File: src/rtl/secded_encoder.sv
// SECDED (72,64) transmit-side encoder with a 2-entry elastic output buffer
// and a one-shot fault-injection path for end-to-end ECC exercising.

package SECDED_ECC_pkg;

  // Check bits for the (72,64) code. Data bits occupy the non-power-of-two
  // Hamming positions 3..71 in ascending order. check[6:0] are the Hamming
  // parities at positions 1,2,4,...,64. check[7] is the overall parity
  // across data and check[6:0].
  function automatic logic [7:0] mega_xor(input logic [63:0] data);
    logic [7:0] chk_v;
    logic [6:0] pos_v;
    logic [6:0] di_v;
    chk_v = 8'd0;
    di_v  = 7'd0;
    for (int p = 1; p < 72; p++) begin
      pos_v = p[6:0];
      if ((pos_v & (pos_v - 7'd1)) != 7'd0) begin
        for (int i = 0; i < 7; i++) begin
          if (pos_v[i]) begin
            chk_v[i] = chk_v[i] ^ data[di_v[5:0]];
          end else begin
            chk_v[i] = chk_v[i];
          end
        end
        di_v = di_v + 7'd1;
      end else begin
        di_v = di_v;
      end
    end
    chk_v[7] = ^{chk_v[6:0], data};
    return chk_v;
  endfunction

endpackage

module secded_encoder
  import SECDED_ECC_pkg::*;
#(
  parameter logic INJ_EN = 1'b1
) (
  input  logic        clk,
  input  logic        rst,
  input  logic        in_valid,
  output logic        in_ready,
  input  logic [63:0] in_data,
  output logic        out_valid,
  input  logic        out_ready,
  output logic [71:0] out_data,
  input  logic        inj_arm,
  input  logic [71:0] inj_mask,
  output logic        inj_pending,
  output logic [31:0] enc_count
);

  logic [1:0]  occ_q, occ_d;
  logic [71:0] head_q, head_d;
  logic [71:0] spare_q, spare_d;
  logic        out_valid_q, out_valid_d;
  logic        in_ready_q, in_ready_d;
  logic [31:0] enc_count_q, enc_count_d;
  logic        inj_pending_q, inj_pending_d;
  logic [71:0] inj_mask_q, inj_mask_d;

  logic        accept;
  logic        deliver;
  logic        arm;
  logic [71:0] applied_mask;
  logic [71:0] cw_in;

  // Handshake decode and the (possibly corrupted) codeword for this cycle.
  always_comb begin
    accept  = in_valid && (occ_q != 2'd2);
    deliver = (occ_q != 2'd0) && out_ready;
    arm     = INJ_EN && inj_arm;
    if (arm) begin
      applied_mask = inj_mask;
    end else if (INJ_EN && inj_pending_q) begin
      applied_mask = inj_mask_q;
    end else begin
      applied_mask = 72'd0;
    end
    cw_in = {mega_xor(in_data), in_data} ^ applied_mask;
  end

  // Injection mask bookkeeping: arm stores, first accepted word consumes.
  always_comb begin
    inj_pending_d = inj_pending_q;
    inj_mask_d    = inj_mask_q;
    if (arm && accept) begin
      inj_pending_d = 1'b0;
      inj_mask_d    = inj_mask;
    end else if (arm) begin
      inj_pending_d = 1'b1;
      inj_mask_d    = inj_mask;
    end else if (accept) begin
      inj_pending_d = 1'b0;
    end else begin
      inj_pending_d = inj_pending_q;
    end
    if (!INJ_EN) begin
      inj_pending_d = 1'b0;
      inj_mask_d    = 72'd0;
    end else begin
      inj_mask_d = inj_mask_d;
    end
  end

  // Two-entry buffer: head drives the output, spare holds the second word.
  always_comb begin
    occ_d       = occ_q;
    head_d      = head_q;
    spare_d     = spare_q;
    enc_count_d = enc_count_q;
    case ({accept, deliver})
      2'b10: begin
        if (occ_q == 2'd0) begin
          head_d = cw_in;
        end else begin
          spare_d = cw_in;
        end
        occ_d = occ_q + 2'd1;
      end
      2'b01: begin
        head_d = spare_q;
        occ_d  = occ_q - 2'd1;
      end
      2'b11: begin
        // Only reachable at occupancy 1: the new word replaces the head.
        head_d = cw_in;
      end
      default: begin
        occ_d = occ_q;
      end
    endcase
    if (deliver) begin
      enc_count_d = enc_count_q + 32'd1;
    end else begin
      enc_count_d = enc_count_q;
    end
    out_valid_d = (occ_d != 2'd0);
    in_ready_d  = (occ_d != 2'd2);
  end

  // State registers with synchronous reset.
  always_ff @(posedge clk) begin
    if (rst) begin
      occ_q         <= 2'd0;
      head_q        <= 72'd0;
      spare_q       <= 72'd0;
      out_valid_q   <= 1'b0;
      in_ready_q    <= 1'b1;
      enc_count_q   <= 32'd0;
      inj_pending_q <= 1'b0;
      inj_mask_q    <= 72'd0;
    end else begin
      occ_q         <= occ_d;
      head_q        <= head_d;
      spare_q       <= spare_d;
      out_valid_q   <= out_valid_d;
      in_ready_q    <= in_ready_d;
      enc_count_q   <= enc_count_d;
      inj_pending_q <= inj_pending_d;
      inj_mask_q    <= inj_mask_d;
    end
  end

  assign out_valid   = out_valid_q;
  assign in_ready    = in_ready_q;
  assign out_data    = head_q;
  assign enc_count   = enc_count_q;
  assign inj_pending = inj_pending_q;

endmodule

File: config.mk
export PLATFORM = sky130hd
export DESIGN_NAME = secded_encoder
export DESIGN_NICKNAME = d
export VERILOG_FILES = /design/src/rtl/secded_encoder.sv
export SDC_FILE = /design/constraint.sdc
export NUM_CORES = 1
export LEC_CHECK = 0
export CORE_MARGIN = 3
export CORE_UTILIZATION = 34
export CTS_BUF_LIST = sky130_fd_sc_hd__clkbuf_4 sky130_fd_sc_hd__clkbuf_8 sky130_fd_sc_hd__clkbuf_16
export CTS_CLUSTER_DIAMETER = 80
export DETAILED_ROUTE_END_ITERATION = 16
export GPL_ROUTABILITY_DRIVEN = 0
export SETUP_SLACK_MARGIN = 0.5
export SLEW_MARGIN = 20
export SYNTH_ARGS = -nofsm -noshare
export SYNTH_HDL_FRONTEND = slang
export SYNTH_SLANG_ARGS = --single-unit
File: constraint.sdc
create_clock -name clk -period 7.5 [get_ports clk]
set_clock_uncertainty 0.1 [all_clocks]
set_input_delay 1.875 -clock clk [delete_from_list [all_inputs] [get_ports clk]]
set_output_delay 1.875 -clock clk [all_outputs]
set_load 0.03 [all_outputs]
==> flow_metrics.py, run 1 <==
metrics = {
    "power": {
        "power_w": 0.00563,
        "p_seq_frac": 0.313,
        "leakagePower_nw": 6.00,
        "p_int_w": 0.00358,
        "power.share.switching": 0.364,
        "power_switching_w": 0.00205,
        "comb_power_share": 0.406,
        "powerDensity_nw_per_um2": 352,
        "vdd_ir_drop_max_uv": 265,
        "power_frac_clock": 0.281,
    },
    "logic_synthesis": {
        "synth_area_per_cell_um2": 8.63,
        "synth-seq-cells": 253,
        "synth.distinct_cells": 33,
        "synthCells": 1402,
        "syn-cell-area_um2": 12100,
        "yosysSeqAreaShare": 0.418,
        "synth_warnings": 0,
        "syn-num-nets": 1546,
        "synthFlopType": "dfxtp_1",
        "synth_edf_count": 0,
        "async_flop_share": 0,
    },
    "clocking": {
        "clockBufferDepth": 3,
        "ctsResizeCount": 0,
        "cts_root_buffer": "clkbuf_16",
        "clk-insertion-delay-late_ns": 0.57,
        "holdBufCountCts": 0,
        "cts_tree": "done",
        "cts_sinks": 253,
        "clk_pin_slew_ns": 0.06,
        "htreeDepth": 1,
        "numCtsBuffers": 30,
        "postCtsSetupBuffers": 0,
    },
    "critical_path": {
        "cp_top_family": "XOR/XNOR gates",
        "cp-end-kind": "flip-flop",
        "required_ns": 7.89,
        "cp-start-kind": "input port",
        "path_buf_inv": 1,
        "cpMostUsedCell": "xnor3_1",
        "arrival_ns": 4.94,
        "critical_path.max_fanout": 3,
        "rrSetupSlack_ns": 4.31,
        "crit_slowest_cell": "clkdlybuf4s50_1",
        "crit_type": "in2reg",
        "cp_cell_sequence": "clkdlybuf4s50_1, xnor2_1, xnor3_1, xnor3_1, xnor3_2, xnor3_1, xnor3_1, nand3b_1, a31oi_1",
        "max_stage_delay_ns": 0.55,
    },
    "final_layout": {
        "final_cell_mix": "309 x nor2_1, 253 x dfxtp_1, 245 x clkdlybuf4s50_1",
        "final_nets": 1734,
        "drive_gt1_frac": 0.0458,
        "syn_to_final_growth_pct": 31.9,
        "layout_commonest_cell": "nor2_1",
    },
    "timing": {
        "fin_crit_sh": 0.607,
        "drv_slew": 0,
        "fin_tns_setup_ns": 0,
        "min_period_ns": 4.55,
        "worst_slew_pin_slew_ns": 1.03,
        "final-setup-viol-count": 0,
        "fmax_mhz": 220,
        "rsz0062_at_grt": "no",
        "maxSlewHeadroom": 0.312,
        "hold_violations": 0,
        "hold_ws_ns": 0.358,
    },
    "min_path": {
        "hold_path_class": "reg2reg",
    },
    "route": {
        "viasPerCell": 5.04,
        "wirelength_um": 37500,
        "ant_nets": 0,
        "via_count": 10425,
        "drt_pass1_iterations": 5,
        "drtIter0Drc": 455,
        "wire_per_inst_um": 18.1,
        "route.detailed.drc": 0,
    },
    "global_routing": {
        "antenna_found_initial": 2,
        "grt_pass1_vias": 9997,
        "globalRoute.totalOverflow": 0,
        "grt_start_max_net_pins": 98,
        "grt_pass1_wl_um": 58200,
        "grt_usage": 0.191,
    },
    "flow_run": {
        "max-cap-violations": 0,
    },
    "floorplan": {
        "initial_core_util": 0.348,
        "die_w_um": 195,
        "die_height_um": 195,
        "rows": 68,
        "die_area_um2": 37900,
        "coreArea_um2": 34800,
        "io_pins": 248,
    },
    "place": {
        "hpwl_um": 25800,
        "port_buffers": 247,
    },
    "outcome": {
        "status": "finished, final reports clean",
    },
}
logic make-up (layout without fill, tap and decap cells):
kind of cell,count (synthesis),count (layout),synth area share
other cells,0,1,0
mux,76,76,0.0628
flops,253,253,0.418
simple gates,446,446,0.146
fa+ha+maj,3,3,0.00310
buf+inv,106,318,0.0339
compound gates,304,304,0.155
xor+xnor,214,214,0.180
cells in the mapped netlist (8+ instances only):
master,number,area (µm²)
mux2i_1,76,761
dfxtp_1,253,5060
or3_1,8,50.1
nor2_1,309,1160
a21oi_1,82,410
o21ai_0,76,380
o211ai_1,67,503
a22oi_1,72,541
nand3_1,14,70.1
nand2_1,96,360
xnor2_1,97,850
clkbuf_1,79,297
xnor3_1,19,428
buf_1,19,71.3
xor2_1,95,832
cell type report:
| cell class | instances | area [µm²] |
|---|---|---|
| Antenna cell | 1 | 2.50 |
| Clock buffer | 43 | 911 |
| Clock inverter | 13 | 185 |
| Fill cell | 3416 | 18800 |
| Inverter | 5 | 18.8 |
| Multi-Input combinational cell | 1043 | 6670 |
| Sequential cell | 253 | 5060 |
| Tap cell | 455 | 569 |
| Timing Repair Buffer | 257 | 2550 |
path summary, 6_finish.rpt:
path / start / endpoint / cells after the start
worst max-delay path: in_data[50] / out_data[71]$_SDFFE_PP0P_ / 9
worst min register to register: spare_q[68]$_SDFFE_PP0P_ / spare_q[68]$_SDFFE_PP0P_ / 2
worst max register to register: inj_pending$_SDFFE_PP0P_ / out_data[65]$_SDFFE_PP0P_ / 9
worst min-delay path: spare_q[68]$_SDFFE_PP0P_ / spare_q[68]$_SDFFE_PP0P_ / 2
routing by layer:
metal / up-vias / share of wire / track usage
li1: 5133 / - / -
met5: - / 0.00027 / 0
met1: 4980 / 0.46 / 0.261
met4: 2 / 0.017 / 0.0420
met2: 264 / 0.46 / 0.309
met3: 46 / 0.064 / 0.0445
flip-flops by register name (all words and copies together) (netlist names):
signal	count
inj_pending	1
spare_q	72
inj_mask_q	72
occ_q	2
enc_count	32
in_ready	1
out_valid	1
out_data	72
worst reg2reg max path, cell delays in order (launching register included):
cell and delay (ns):
dfxtp_1 0.35, nor2b_4 0.69, buf_4 0.65, a22oi_1 0.19
xnor2_1 0.24, xnor2_1 0.15, xor2_1 0.20, xnor2_1 0.18
mux2i_1 0.10, a211oi_1 0.25
power by group through the flow:
stage / registers (W) / logic (W) / clock network (W)
CTS: 0.00176 / 0.00231 / 0.00163
detailed placement: 0.00179 / 0.00230 / 0
finish: 0.00176 / 0.00228 / 0.00158
global route: 0.00179 / 0.00250 / 0.00168
floorplan: 0.00207 / 0.00126 / 0
global placement: 0.00178 / 0.00228 / 0
metrics by stage:
| step | utilization | instances | area (µm²) | worst slack (ns) |
|---|---|---|---|---|
| final | 0.459 | 2070 | 16000 | 2.95 |
| after global routing | 0.459 | 2070 | 16000 | 2.81 |
| after CTS | 0.459 | 2069 | 16000 | 2.95 |
| after detailed placement | 0.427 | 2013 | 14900 | 2.35 |
| after global placement | 0.427 | 2013 | 14900 | 2.42 |
| after floorplan | - | 1402 | 12100 | 3.22 |
(Power assumes the default switching activity.)
==> run 2: changes to the inputs <==
- clock period: 7.5 -> 4.65 ns (I/O delays scaled with it)
==> run 2 against run 1 <==
  * Register-to-register slack lost 2.4 ns
  * Critical path depth is the same
  * Non-clock buffer count grew 15
  * Global-route usage grew 0.12 points
==> flow_metrics.py, run 2 (same netlist as run 1, synthesis figures left out) <==
metrics = {
    "critical_path": {
        "cp_cell_sequence": "clkdlybuf4s50_1, xnor3_1, xnor2_1, xor3_1, xnor3_1, xnor3_1, xnor3_1, nand3b_1, a31oi_1",
        "arrival_ns": 4.11,
        "crit_slowest_cell": "clkdlybuf4s50_1",
        "cp-start-kind": "input port",
        "cpMostUsedCell": "xnor3_1",
        "cp-end-kind": "flip-flop",
        "critical_path.max_fanout": 3,
        "max_stage_delay_ns": 0.62,
        "crit_type": "in2reg",
        "required_ns": 5.03,
    },
    "timing": {
        "min_period_ns": 3.73,
        "hold_ws_ns": 0.359,
        "final-setup-viol-count": 0,
        "fin_crit_sh": 0.802,
        "fmax_mhz": 268,
        "hold_violations": 0,
        "drv_slew": 0,
        "worst_slew_pin_slew_ns": 0.830,
        "maxSlewHeadroom": 0.447,
        "rsz0062_at_grt": "no",
        "fin_tns_setup_ns": 0,
    },
    "global_routing": {
        "antenna_found_initial": 6,
        "grt_pass1_wl_um": 58600,
        "grt_start_max_net_pins": 100,
        "globalRoute.totalOverflow": 0,
        "grt_pass1_vias": 10112,
        "grt_usage": 0.192,
    },
    "route": {
        "drt_pass1_iterations": 5,
        "viasPerCell": 5.08,
        "ant_nets": 0,
        "wirelength_um": 37600,
        "via_count": 10589,
        "drtIter0Drc": 537,
        "wire_per_inst_um": 18.0,
        "route.detailed.drc": 0,
    },
    "clocking": {
        "clk_pin_slew_ns": 0.06,
        "clockBufferDepth": 3,
        "holdBufCountCts": 0,
        "ctsResizeCount": 0,
        "cts_root_buffer": "clkbuf_16",
        "cts_sinks": 253,
        "clk-insertion-delay-late_ns": 0.55,
        "htreeDepth": 1,
        "cts_tree": "done",
        "numCtsBuffers": 30,
        "postCtsSetupBuffers": 0,
    },
    "flow_run": {
        "max-cap-violations": 0,
    },
    "floorplan": {
        "initial_core_util": 0.348,
        "die_area_um2": 37900,
        "io_pins": 248,
        "coreArea_um2": 34800,
        "die_height_um": 195,
        "die_w_um": 195,
        "rows": 68,
    },
    "final_layout": {
        "final_cell_mix": "309 x nor2_1, 253 x dfxtp_1, 245 x clkdlybuf4s50_1",
        "syn_to_final_growth_pct": 32.8,
        "fin_util": 0.462,
        "drive_gt1_frac": 0.0541,
        "final_nets": 1749,
        "final_area_um2": 16100,
        "layout_commonest_cell": "nor2_1",
    },
    "place": {
        "dpl_cell_area_um2": 15000,
        "port_buffers": 247,
        "hpwl_um": 26300,
    },
    "power": {
        "vdd_ir_drop_max_uv": 343,
        "powerDensity_nw_per_um2": 559,
        "leakagePower_nw": 6.07,
    },
    "min_path": {
        "hold_path_class": "reg2reg",
    },
    "outcome": {
        "status": "finished, final reports clean",
    },
}
==> run 2: cell count changes in the layout (fill, tap and decap cells not counted), sizes merged <==
cell,previous run,this run
buf,11,26
bufinv,4,1
diode,1,3
clkbuf,44,45
inv,6,7
==> run 2: cell type report <==
cell class / instances / area (µm²)
flip-flops and latches: 253 / 5060
fillers: 3366 / 18700
inverters: 5 / 18.8
well taps: 455 / 569
repair buffers: 272 / 2730
clock buffers: 44 / 930
clock inverters: 11 / 93.8
multi-input cells: 1043 / 6670
diodes: 3 / 7.51
==> run 2: where the power goes <==
group	internal, W	switching [W]	total, W
logic	0.00164	0.00211	0.00375
registers	0.00261	0.000234	0.00284
clock network	0.00144	0.000952	0.00239
total	0.00568	0.00330	0.00898
==> run 2: critical path, delay by kind of cell <==
kind	cells	cell delay [ns]
AND/OR/NAND/NOR	1	0.08
XOR/XNOR	6	2.09
buffers and inverters	1	0.62
AO/OA/AOI/OAI	1	0.17
==> run 2: path summary, 6_finish.rpt <==
kind / from / end / slack (ns) / depth (start not counted)
worst max-delay path: in_data[30] / out_data[71]$_SDFFE_PP0P_ / 0.92 / 9
worst min-delay path: spare_q[65]$_SDFFE_PP0P_ / spare_q[65]$_SDFFE_PP0P_ / 0.36 / 2
worst max register to register: occ_q[0]$_SDFF_PP0_ / in_ready$_SDFF_PP1_ / 1.90 / 9
worst min register to register: spare_q[65]$_SDFFE_PP0P_ / spare_q[65]$_SDFFE_PP0P_ / 0.36 / 2
==> run 2: per-stage QoR <==
stage | power, W | std cells | worst slack, ns
6_report | 0.00898 | 2086 | 0.920
5_1_grt | 0.00954 | 2086 | 0.781
4_1_cts | 0.00909 | 2083 | 0.946
3_5_place_dp | 0.00664 | 2028 | 0.357
3_3_place_gp | 0.00661 | 2028 | 0.363
2_1_floorplan | 0.00537 | 1402 | 1.08
==> run 2: routing by layer <==
layer / global-route usage / vias up / part of all wire
li1: - / 5169 / -
met1: 0.264 / 5069 / 0.45
met2: 0.306 / 284 / 0.46
met3: 0.0400 / 61 / 0.064
met4: 0.0590 / 6 / 0.025
met5: 0 / - / 0.00090
